### config.mk
export PLATFORM = sky130hd
export DESIGN_NAME = spi_master_cfg
export DESIGN_NICKNAME = d
export VERILOG_FILES = /design/src/rtl/spi_pkg.sv /design/src/rtl/spi_clk_gen.sv /design/src/rtl/spi_master_cfg.sv
export SDC_FILE = /design/constraint.sdc
export NUM_CORES = 1
export LEC_CHECK = 0
export ABC_AREA = 1
export CAP_MARGIN = 20
export CORE_UTILIZATION = 42
export DETAILED_ROUTE_END_ITERATION = 8
export GPL_TIMING_DRIVEN = 0
export MAX_ROUTING_LAYER = met4
export PLACE_DENSITY_LB_ADDON = 0.05
export SYNTH_ARGS = -nofsm -noshare
export SYNTH_HDL_FRONTEND = slang
export SYNTH_SLANG_ARGS = --single-unit
export TNS_END_PERCENT = 20
### constraint.sdc
create_clock -name clk -period 4.55 [get_ports clk]
set_input_delay 0.6825 -clock clk [delete_from_list [all_inputs] [get_ports clk]]
set_output_delay 0.6825 -clock clk [all_outputs]
set_load 0.03 [all_outputs]
### src/rtl/spi_pkg.sv
// Shared types for the configurable SPI master: FSM encoding and SPI mode codes.
package spi_pkg;

    typedef enum logic [2:0] {
        ST_IDLE,
        ST_SETUP,
        ST_SHIFT,
        ST_HOLD,
        ST_DONE
    } state_e;

    // Mode codes are {CPOL, CPHA}
    localparam logic [1:0] MODE0 = 2'b00;
    localparam logic [1:0] MODE1 = 2'b01;
    localparam logic [1:0] MODE2 = 2'b10;
    localparam logic [1:0] MODE3 = 2'b11;

endpackage

### src/rtl/spi_clk_gen.sv
// Half-period tick generator: pulses tick_o every HALF enabled cycles.
module spi_clk_gen #(
    parameter int HALF = 2
) (
    input  logic clk_i,
    input  logic rst_i,
    input  logic clr_i,
    input  logic en_i,
    output logic tick_o
);

    localparam int CW = (HALF > 1) ? $clog2(HALF) : 1;

    logic [CW-1:0] cnt_q;
    logic [CW-1:0] cnt_d;

    assign tick_o = en_i && (cnt_q == CW'(HALF - 1));

    always_comb begin
        cnt_d = cnt_q + CW'(1);
        if (clr_i || !en_i || tick_o) begin
            cnt_d = '0;
        end
    end

    always_ff @(posedge clk_i or posedge rst_i) begin
        if (rst_i) begin
            cnt_q <= '0;
        end else begin
            cnt_q <= cnt_d;
        end
    end

endmodule

### src/rtl/spi_master_cfg.sv
// SPI master, one DATA_W-bit word per start request, mode selectable per transfer.
module spi_master_cfg
    import spi_pkg::*;
#(
    parameter int DATA_W  = 8,
    parameter int CLK_DIV = 4
) (
    input  logic              clk,
    input  logic              reset,
    input  logic              start,
    input  logic [1:0]        mode,
    input  logic [DATA_W-1:0] tx_data,
    output logic [DATA_W-1:0] rx_data,
    output logic              busy,
    output logic              done,
    output logic              spi_clk,
    output logic              cs,
    output logic              mosi,
    input  logic              miso
);

    localparam int H  = CLK_DIV / 2;
    localparam int NE = 2 * DATA_W;
    localparam int BW = $clog2(NE + 1);

    state_e            state_q;
    logic [1:0]        mode_q;
    logic [DATA_W-1:0] tx_q;
    logic [DATA_W-1:0] rx_q;
    logic [BW-1:0]     edge_q;
    logic              spi_clk_q;
    logic              cs_q;
    logic              mosi_q;
    logic              busy_q;
    logic              done_q;

    logic tick;
    logic accept;
    logic leading;
    logic last;
    logic do_shift;

    assign accept   = (state_q == ST_IDLE) && start;
    assign leading  = ~edge_q[0];
    assign last     = (edge_q == BW'(NE - 1));
    assign do_shift = mode_q[0] ? leading : (!leading && !last);

    spi_clk_gen #(
        .HALF(H)
    ) u_clk_gen (
        .clk_i (clk),
        .rst_i (reset),
        .clr_i (accept),
        .en_i  (state_q != ST_IDLE),
        .tick_o(tick)
    );

    always_ff @(posedge clk or posedge reset) begin
        if (reset) begin
            state_q   <= ST_IDLE;
            mode_q    <= '0;
            tx_q      <= '0;
            rx_q      <= '0;
            edge_q    <= '0;
            spi_clk_q <= 1'b0;
            cs_q      <= 1'b1;
            mosi_q    <= 1'b1;
            busy_q    <= 1'b0;
            done_q    <= 1'b0;
        end else begin
            done_q <= 1'b0;
            unique case (state_q)
                ST_IDLE: begin
                    mode_q    <= mode;
                    spi_clk_q <= mode[1];
                    cs_q      <= 1'b1;
                    mosi_q    <= 1'b1;
                    busy_q    <= 1'b0;
                    if (start) begin
                        tx_q    <= tx_data;
                        edge_q  <= '0;
                        cs_q    <= 1'b0;
                        busy_q  <= 1'b1;
                        state_q <= ST_SETUP;
                        // CPHA=1 presents the MSB on the first leading edge instead
                        mosi_q  <= mode[0] ? 1'b1 : tx_data[DATA_W-1];
                    end
                end
                ST_SETUP: begin
                    if (tick) begin
                        state_q <= ST_SHIFT;
                    end
                end
                ST_SHIFT: begin
                    if (tick) begin
                        spi_clk_q <= ~spi_clk_q;
                        edge_q    <= edge_q + BW'(1);
                        if (leading ^ mode_q[0]) begin
                            rx_q <= {rx_q[DATA_W-2:0], miso};
                        end
                        if (do_shift) begin
                            mosi_q <= mode_q[0] ? tx_q[DATA_W-1]
                                                : tx_q[DATA_W-2];
                            tx_q   <= tx_q << 1;
                        end
                        if (last) begin
                            state_q <= ST_HOLD;
                        end
                    end
                end
                ST_HOLD: begin
                    if (tick) begin
                        state_q   <= ST_DONE;
                        spi_clk_q <= mode_q[1];
                        cs_q      <= 1'b1;
                        mosi_q    <= 1'b1;
                        done_q    <= 1'b1;
                    end
                end
                ST_DONE: begin
                    state_q <= ST_IDLE;
                    busy_q  <= 1'b0;
                end
                default: begin
                    state_q <= ST_IDLE;
                end
            endcase
        end
    end

    assign rx_data = rx_q;
    assign busy    = busy_q;
    assign done    = done_q;
    assign spi_clk = spi_clk_q;
    assign cs      = cs_q;
    assign mosi    = mosi_q;

endmodule

# After elaboration in Yosys (flattened, before gate mapping)
# Index checks and enable logic that the tools add are counted.
[totals]
wordCells = 78
register_bits = 32
input_bits = 14
out_inout_bits = 13
[op_classes]
muxes = 31
bitwise = 3
n_reduce_logical = 20
addsub = 2
eq_ne = 11
[ops]
columns = ["cell", "count"]
rows = [
  ["8-bit two-way mux", 3],
  ["8-bit one-hot mux with 2 select lines", 1],
  ["3-bit two-way mux", 5],
  ["1-bit two-way mux", 14],
  ["3-bit one-hot mux with 4 select lines", 1],
  ["5-bit two-way mux", 2],
  ["5-bit one-hot mux with 2 select lines", 1],
  ["3-bit AND reduction", 3],
  ["4-bit AND reduction", 2],
  ["3-bit by 2-bit equality test with 1-bit output (second input constant)", 2],
  ["2-bit by 1-bit != test with 1-bit output (second input constant)", 3],
  ["2-bit != test (second input constant)", 3],
  ["1-bit one-hot mux with 3 select lines", 2],
  ["2-bit nonzero test", 3],
  ["3-bit nonzero test", 2],
  ["5-bit by 1-bit adder with 5-bit output (second input constant)", 1],
  ["5-bit by 4-bit equality test with 1-bit output (second input constant)", 1],
  ["5-bit AND reduction", 1],
  ["1-bit one-hot mux with 2 select lines", 2],
  ["3-bit by 1-bit equality test with 1-bit output (second input constant)", 1],
  ["3-bit equality test (second input constant)", 1],
  ["1-bit logical AND", 3],
  ["3-bit zero test", 1],
  ["1-bit zero test", 2],
  ["other kinds (5)", 7],
]

# Depth between registers and ports, before layout
# Gate-level depths: netlist (run 1).
[depth]
word_depth = 7
mapped_depth = 10
depth_no_buf = 10

# Cells and area by module
# Synthesis (run 1) repeated with hierarchy kept, for this count alone.
[hier_totals]
hier_cells = 204
area_unflattened_um2 = 1705.4
[modules_own_cells]
columns = ["mod", "instances", "cells_per_inst", "area_per_inst_um2", "seq_area_each_um2"]
rows = [
  ["spi_master_cfg", 1, 197, 1655.3, 778.2],
  ["spi_clk_gen", 1, 7, 50.0, 25.0],
]

# Worst setup path after synthesis (run 1)
# OpenSTA, ideal clock, no wires.
[synth_path]
kind = "reg-to-reg"
start = "register edge_q[0]"
end = "register tx_q[1]"
setup_slack_ns = 2.991
setup_ns = 0.117
n_path_buf = 0
arrival_ns = 1.442
path_stages_with_launch = 11
synth_period_minus_slack_ns = 1.559
required_time_ns = 4.433
cell_sequence = "dfrtp_1 ha_1 nand2_1 nor2_1 ha_1 inv_1 nand3_1 nand3_4 nand2_2 nand2_1 nand2_1"
[synth_via]
elab_chain_len = 6
word_cells_on_any_way = 7
classes_between = "eq/ne (2); mux (1); bitwise (1); reduce/logical (3)"
[synth_lines]
columns = ["item", "line", "source"]
rows = [
  ["from (decl)", "spi_master_cfg.sv:30", "logic [BW-1:0] edge_q;"],
  ["from (signal assigned)", "spi_master_cfg.sv:97", "edge_q <= edge_q + BW'(1);"],
  ["5-bit by 4-bit equality test with 1-bit output", "spi_master_cfg.sv:45", "assign last = (edge_q == BW'(NE - 1));"],
  ["1-bit zero test", "spi_master_cfg.sv:46", "assign do_shift = mode_q[0] ? leading : (!leading && !last);"],
  ["1-bit logical AND", "spi_master_cfg.sv:46", ""],
  ["1-bit two-way mux (*)", "spi_master_cfg.sv:46", ""],
  ["2-bit != test (no source line) (*)", "--", ""],
  ["4-bit AND reduction (no source line) (*)", "--", ""],
  ["to (signal assigned)", "spi_master_cfg.sv:80", "tx_q <= tx_data;"],
  ["to (signal assigned)", "spi_master_cfg.sv:104", "tx_q <= tx_q << 1;"],
  ["to (decl)", "spi_master_cfg.sv:28", "logic [DATA_W-1:0] tx_q;"],
]
# Mark *: on every way between the ends. The rest lies on a longest branch, timed or not.
# A chain may end at the register's enable or synchronous reset.

# Worst setup path after layout (run 1)
[layout_path]
start = "register mosi_q, in the netlist mosi"
end = "output mosi"
[layout_rtl]
columns = ["item", "line", "source"]
rows = [
  ["from (decl)", "spi_master_cfg.sv:33", "logic mosi_q;"],
  ["from (signal assigned)", "spi_master_cfg.sv:86", "mosi_q <= mode[0] ? 1'b1 : tx_data[DATA_W-1];"],
  ["from (signal assigned)", "spi_master_cfg.sv:102", "mosi_q <= mode_q[0] ? tx_q[DATA_W-1]"],
  ["to (decl)", "spi_master_cfg.sv:18", "output logic mosi,"],
]
# No word-level cell between the ends.

==> results of run 1 <==
## how the worst min path moves through the flow
stage,to,from,cells past startpoint,slack (ns)
after floorplan,tx_q[0]$_DFFE_PP0P_,tx_q[0]$_DFFE_PP0P_,2,0.44
after global placement,tx_q[2]$_DFFE_PP0P_,tx_q[2]$_DFFE_PP0P_,2,0.46
after detailed placement,tx_q[5]$_DFFE_PP0P_,tx_q[5]$_DFFE_PP0P_,2,0.47
after CTS,mosi$_DFFE_PP1P_,mosi$_DFFE_PP1P_,2,0.48
after global routing,mosi$_DFFE_PP1P_,mosi$_DFFE_PP1P_,2,0.50
final,mosi$_DFFE_PP1P_,mosi$_DFFE_PP1P_,2,0.47
## stage by stage
step | hold WS, ns | std cells | utilization, %
2_1_floorplan | 0.442 | 204 | -
3_3_place_gp | 0.457 | 278 | 53.0
3_5_place_dp | 0.466 | 279 | 53.8
4_1_cts | 0.479 | 287 | 56.2
5_1_grt | 0.498 | 287 | 56.2
6_report | 0.474 | 287 | 56.2
## Yosys cell counts
cell / count / area, um^2
nand3_4: 1 / 17.5
nor2_1: 14 / 52.6
nor3b_1: 1 / 7.51
o21ai_0: 6 / 30.0
o21ai_2: 8 / 70.1
buf_6: 2 / 22.5
o21ai_1: 1 / 5.00
buf_4: 1 / 7.51
nand3_2: 1 / 10.0
o22ai_1: 1 / 6.26
nand2_2: 4 / 25.0
nor2_2: 1 / 6.26
nand3b_1: 1 / 7.51
nand4_1: 2 / 12.5
inv_1: 21 / 78.8
inv_2: 2 / 7.51
nand4_4: 1 / 21.3
ha_1: 2 / 25.0
buf_2: 2 / 10.0
dfrtp_1: 30 / 751
a21oi_1: 1 / 5.00
nor2_8: 1 / 20.0
dfstp_2: 2 / 52.6
nand2_4: 1 / 11.3
nand3_1: 19 / 95.1
nand2_1: 78 / 293
## registers in the layout, indices dropped and copies added (netlist names)
register / flops
cs: 1
mosi: 1
state_q: 3
done: 1
rx_data: 8
tx_q: 8
spi_clk: 1
mode_q: 2
busy: 1
u_clk_gen.cnt_q: 1
edge_q: 5
## kinds of logic after synthesis
logic type	count (synthesis)	share of synthesized area, %
adder cells (fa/ha/maj)	2	1.52
flip-flops	32	48.7
AO/OA/AOI/OAI	17	7.05
buffers and inverters	28	7.66
AND/OR/NAND/NOR	125	35.1
## routing by layer
| metal | GRT usage (%) | vias up | part of all wire, % |
|---|---|---|---|
| met5 | - | - | 0 |
| met4 | 6.67 | 0 | 0.17 |
| met3 | 5.28 | 2 | 3.2 |
| met2 | 32.8 | 21 | 50 |
| met1 | 23.2 | 656 | 46 |
| li1 | - | 708 | - |
## area by class of cell
type | count | area, um^2
Tap cell | 48 | 60.1
Clock buffer | 8 | 90.1
Fill cell | 361 | 1630
Timing Repair Buffer | 27 | 288
Multi-Input combinational cell | 144 | 721
Buffer | 5 | 40.0
Inverter | 23 | 86.3
Sequential cell | 32 | 803
## power by group
part | internal [W] | switching (W)
Clock | 0.000123 | 0.0000987
Sequential | 0.000338 | 0.0000364
Combinational | 0.000139 | 0.000232
==> results.ini, run 1 <==
[pwr]
ir_worst_vdd_mv = 0.230
power.total_w = 0.000967
power_density_mw_per_mm2 = 463
p_leak_nw = 1.07

[placement]
place_ws_ns = 2.69
placed_cell_area_mm2 = 0.00200
io_buffers = 26
place.gp.congestion = 0.841
place_hpwl_mm = 2.57

[grt]
grt_pass1_wl_mm = 6.07
antenna_found_initial = 0
track_usage_pct = 19.8
gr-total-overflow = 0
grt_pass1_vias = 1347
grt_max_degree = 21

[route]
drt_first_pass_iters = 4
dr_total_vias = 1387
totalWireLength_mm = 3.46
postRouteAntennaNets = 0
drt_iter0_markers = 63
routedWlPerCell_um = 12.1
vias_per_cell = 4.83
drcViolationCount = 0

[finish]
drive_gt1_share_pct = 14.2
most-common-layout-cells = nand2_1, dfrtp_1, clkdlybuf4s50_1
layout-area-overhead-vs-synth_pct = 26.5
final_common_cell = nand2_1
fin_nets = 254
antenna_cells = 0
design_area_mm2 = 0.00209

[worst_setup_path]
crit_slowest_cell = clkdlybuf4s50_1
cpPeakStageDelay_ns = 0.66
worstPathMaxFanout = 2
startpoint = mosi$_DFFE_PP1P_
crit_family = buffers and inverters
required_ns = 3.87
crit_type = flop to output pin
cp.depth = 1
critPathArrivalTime_ns = 1.48
reg2reg_depth = 10
rrSetupSlack_ns = 2.73
r2r-end = tx_q[1]$_DFFE_PP0P_
endpoint = mosi
r2r-start = edge_q[0]$_DFFE_PP0P_
endpoint_kind = output pin
critical_path.cell_chain = clkdlybuf4s50_1
critical_path_buf_inv_count = 1
startpoint_type = flop

[die]
fp.dieW_um = 64.7
start_util_pct = 44.4
fp.dieH_um = 64.7
io_pins = 27
core_area_mm2 = 0.00372
die_area_mm2 = 0.00418
row_count = 22

[sta]
fin_crit_ns = 2.16
tightest_slew_ns = 0.585
timing.final.ws_setup_ns = 2.39
min_period_over_period_pct = 47.4
max_freq_mhz = 463
finClkSkew_ns = 0.00437
setup_violations = 0
maxSlewHeadroom_pct = 60.9
rsz0062_at_grt = no
fin_setup_tns_ns = 0
drv_slew = 0
hold_viol = 0

[clock_tree]
postCtsHoldBufs = 0
path_clk_slew_ns = 0.06
post_cts.resized_instances = 0
cts_tree = done
clk_path_buf_depth = 2
cts_setup_buffers = 0
clock_sinks = 32
cts-htree-levels = 2
cts_buffers = 5
cts_root_buffer = clkbuf_8
clk_latency_ns = 0.28

[synthesis]
synth_area_mm2 = 0.00165
synth_seq_cells = 32
syn_inst = 204
yosys_warnings = 0
syn-num-nets = 220
synthDistinctLibCells = 26
synth.avg_cell_area_um2 = 8.09
synth_seq_area_share_pct = 48.7

[worst_hold_path]
min_path_type = flop to flop

[status]
status = completed

[flow_run]
drv_cap = 0

No activity file was read; power rests on OpenSTA's default activity.
==> run 2, diff against run 1 <==
==> constraint.sdc (replaced) <==
create_clock -name clk -period 1.85 [get_ports clk]
set_input_delay 0.2775 -clock clk [delete_from_list [all_inputs] [get_ports clk]]
set_output_delay 0.2775 -clock clk [all_outputs]
set_load 0.03 [all_outputs]
==> run 2 against run 1 <==
Against the previous run:
- first-iteration DRC count is 11% higher
- die area stayed put
- core utilization is 0.17 points higher
- setup slack worse by 2.3 ns
- combinational power is 150% higher
- total power is 150% higher
- worst hold slack worse by 0.12 ns
- routed wire length is 0.14% higher
- critical path depth stayed put
- cell area is 0.30% higher
- largest power group is now combinational logic
==> results.ini, run 2 (synthesis results as in run 1) <==
[placement]
place_hpwl_mm = 2.57  ; unchanged
io_buffers = 26  ; unchanged
place_ws_ns = 0.0465  ; was 2.69 ns
place.gp.congestion = 0.841  ; unchanged
dp.cells = 279  ; unchanged

[sta]
fin_setup_tns_ns = 0  ; unchanged
min_period_over_period_pct = 94.9
hold_viol = 0  ; unchanged
rsz0062_at_grt = no  ; unchanged
finClkSkew_ns = 0.00428  ; was 0.00437 ns
setup_violations = 0  ; unchanged
tightest_slew_ns = 0.585  ; about the same
hold-worst-slack_ns = 0.358  ; was 0.474 ns
fin_crit_ns = 1.76
max_freq_mhz = 569
drv_slew = 0  ; unchanged
maxSlewHeadroom_pct = 60.9  ; about the same
timing.final.ws_setup_ns = 0.0938  ; was 2.39 ns

[clock_tree]
clk_path_buf_depth = 2  ; unchanged
cts_setup_buffers = 0  ; unchanged
path_clk_slew_ns = 0.06  ; about the same
postCtsHoldBufs = 0  ; unchanged
cts_tree = done  ; unchanged
cts_buffers = 5  ; unchanged
clock_sinks = 32  ; unchanged
post_cts.resized_instances = 0  ; unchanged
clk_latency_ns = 0.28  ; about the same
cts_root_buffer = clkbuf_8  ; unchanged
cts-htree-levels = 2  ; unchanged

[finish]
seq_area_um2 = 805  ; was 803 um^2
antenna_cells = 0  ; unchanged
most-common-layout-cells = nand2_1, dfrtp_1, clkdlybuf4s50_1  ; unchanged
stdcell_count = 287  ; unchanged
fin_nets = 254  ; unchanged
multi_input_area_um2 = 726  ; was 721 um^2
drive_gt1_share_pct = 14.6  ; was 14.2%
final_common_cell = nand2_1  ; unchanged
layout-area-overhead-vs-synth_pct = 26.9  ; was 26.5%
fillers = 360  ; was 361

[die]
start_util_pct = 44.4  ; unchanged
core_area_mm2 = 0.00372  ; unchanged
fp.dieH_um = 64.7  ; unchanged
io_pins = 27  ; unchanged
row_count = 22  ; unchanged
die_area_mm2 = 0.00418  ; unchanged
fp.dieW_um = 64.7  ; unchanged

[worst_setup_path]
required_ns = 1.57  ; was 3.87 ns
r2r-end = tx_q[1]$_DFFE_PP0P_  ; unchanged
crit_family = buffers and inverters  ; unchanged
cpPeakStageDelay_ns = 0.66  ; about the same
critical_path_buf_inv_count = 1  ; unchanged
crit_type = flop to output pin  ; unchanged
rrSetupSlack_ns = 0.14  ; was 2.73 ns
critPathArrivalTime_ns = 1.48  ; about the same
startpoint_type = flop  ; unchanged
critical_path.cell_chain = clkdlybuf4s50_1  ; unchanged
reg2reg_depth = 10  ; unchanged
r2r-start = edge_q[0]$_DFFE_PP0P_  ; unchanged
crit_slowest_cell = clkdlybuf4s50_1  ; unchanged
worstPathMaxFanout = 2  ; unchanged
endpoint_kind = output pin  ; unchanged

[pwr]
ir_worst_vdd_mv = 0.565  ; was 0.230 mV
p_leak_nw = 1.07  ; about the same
power_density_mw_per_mm2 = 1140  ; was 463 mW/mm^2

[grt]
gr-total-overflow = 0  ; unchanged
grt_pass1_wl_mm = 6.07  ; unchanged
grt_pass1_vias = 1347  ; unchanged
track_usage_pct = 19.8  ; unchanged
grt_max_degree = 21  ; unchanged
antenna_found_initial = 0  ; unchanged

[route]
dr_total_vias = 1388  ; was 1387
routedWlPerCell_um = 12.1  ; about the same
postRouteAntennaNets = 0  ; unchanged
vias_per_cell = 4.84  ; was 4.83
totalWireLength_mm = 3.47  ; was 3.46 mm
drcViolationCount = 0  ; unchanged
drt_iter0_markers = 70  ; was 63
drt_first_pass_iters = 4  ; unchanged

[status]
status = completed  ; unchanged

[flow_run]
drv_cap = 0  ; unchanged

[worst_hold_path]
min_path_type = primary input to async pin  ; was flop to flop

## run 2: cell type report
class / count / share of cell area [%]
repair buffers: 27 / 13.7
inverters: 23 / 4.12
flip-flops and latches: 32 / 38.4
multi-input cells: 144 / 34.6
plain buffers: 5 / 1.91
clock buffers: 8 / 4.30
well taps: 48 / 2.87
## run 2: stage by stage
step | instance area [um^2] | utilization (%) | total power [W]
finish | 2090 | 56.4 | 0.00239
global route | 2090 | 56.4 | 0.00258
CTS | 2090 | 56.2 | 0.00243
detailed placement | 2000 | 53.8 | 0.00186
global placement | 1970 | 53.0 | 0.00182
floorplan | 1650 | - | 0.00158
## run 2: worst max path at each step
stage	startpoint	end	slack [ns]	cells after the start
detailed placement	edge_q[0]$_DFFE_PP0P_	tx_q[1]$_DFFE_PP0P_	0.05	10
floorplan	edge_q[0]$_DFFE_PP0P_	tx_q[1]$_DFFE_PP0P_	0.29	10
CTS	edge_q[0]$_DFFE_PP0P_	tx_q[1]$_DFFE_PP0P_	0.02	10
global placement	edge_q[0]$_DFFE_PP0P_	tx_q[6]$_DFFE_PP0P_	0.08	10
global route	edge_q[0]$_DFFE_PP0P_	tx_q[5]$_DFFE_PP0P_	0.005	10
finish	mosi$_DFFE_PP1P_	mosi	0.09	1
## run 2: power breakdown
part           internal, W  total, W  switching, W
clock network     0.000303  0.000547      0.000244
registers         0.000831  0.000920     0.0000892
logic             0.000346  0.000922      0.000576
## run 2: layer usage
metal | vias up | part of all wire [%] | global-route usage, %
met3 | 2 | 3.5 | 5.28
met5 | - | 0 | -
li1 | 709 | - | -
met2 | 21 | 51 | 32.8
met1 | 656 | 46 | 23.2
met4 | 0 | 0.17 | 6.67
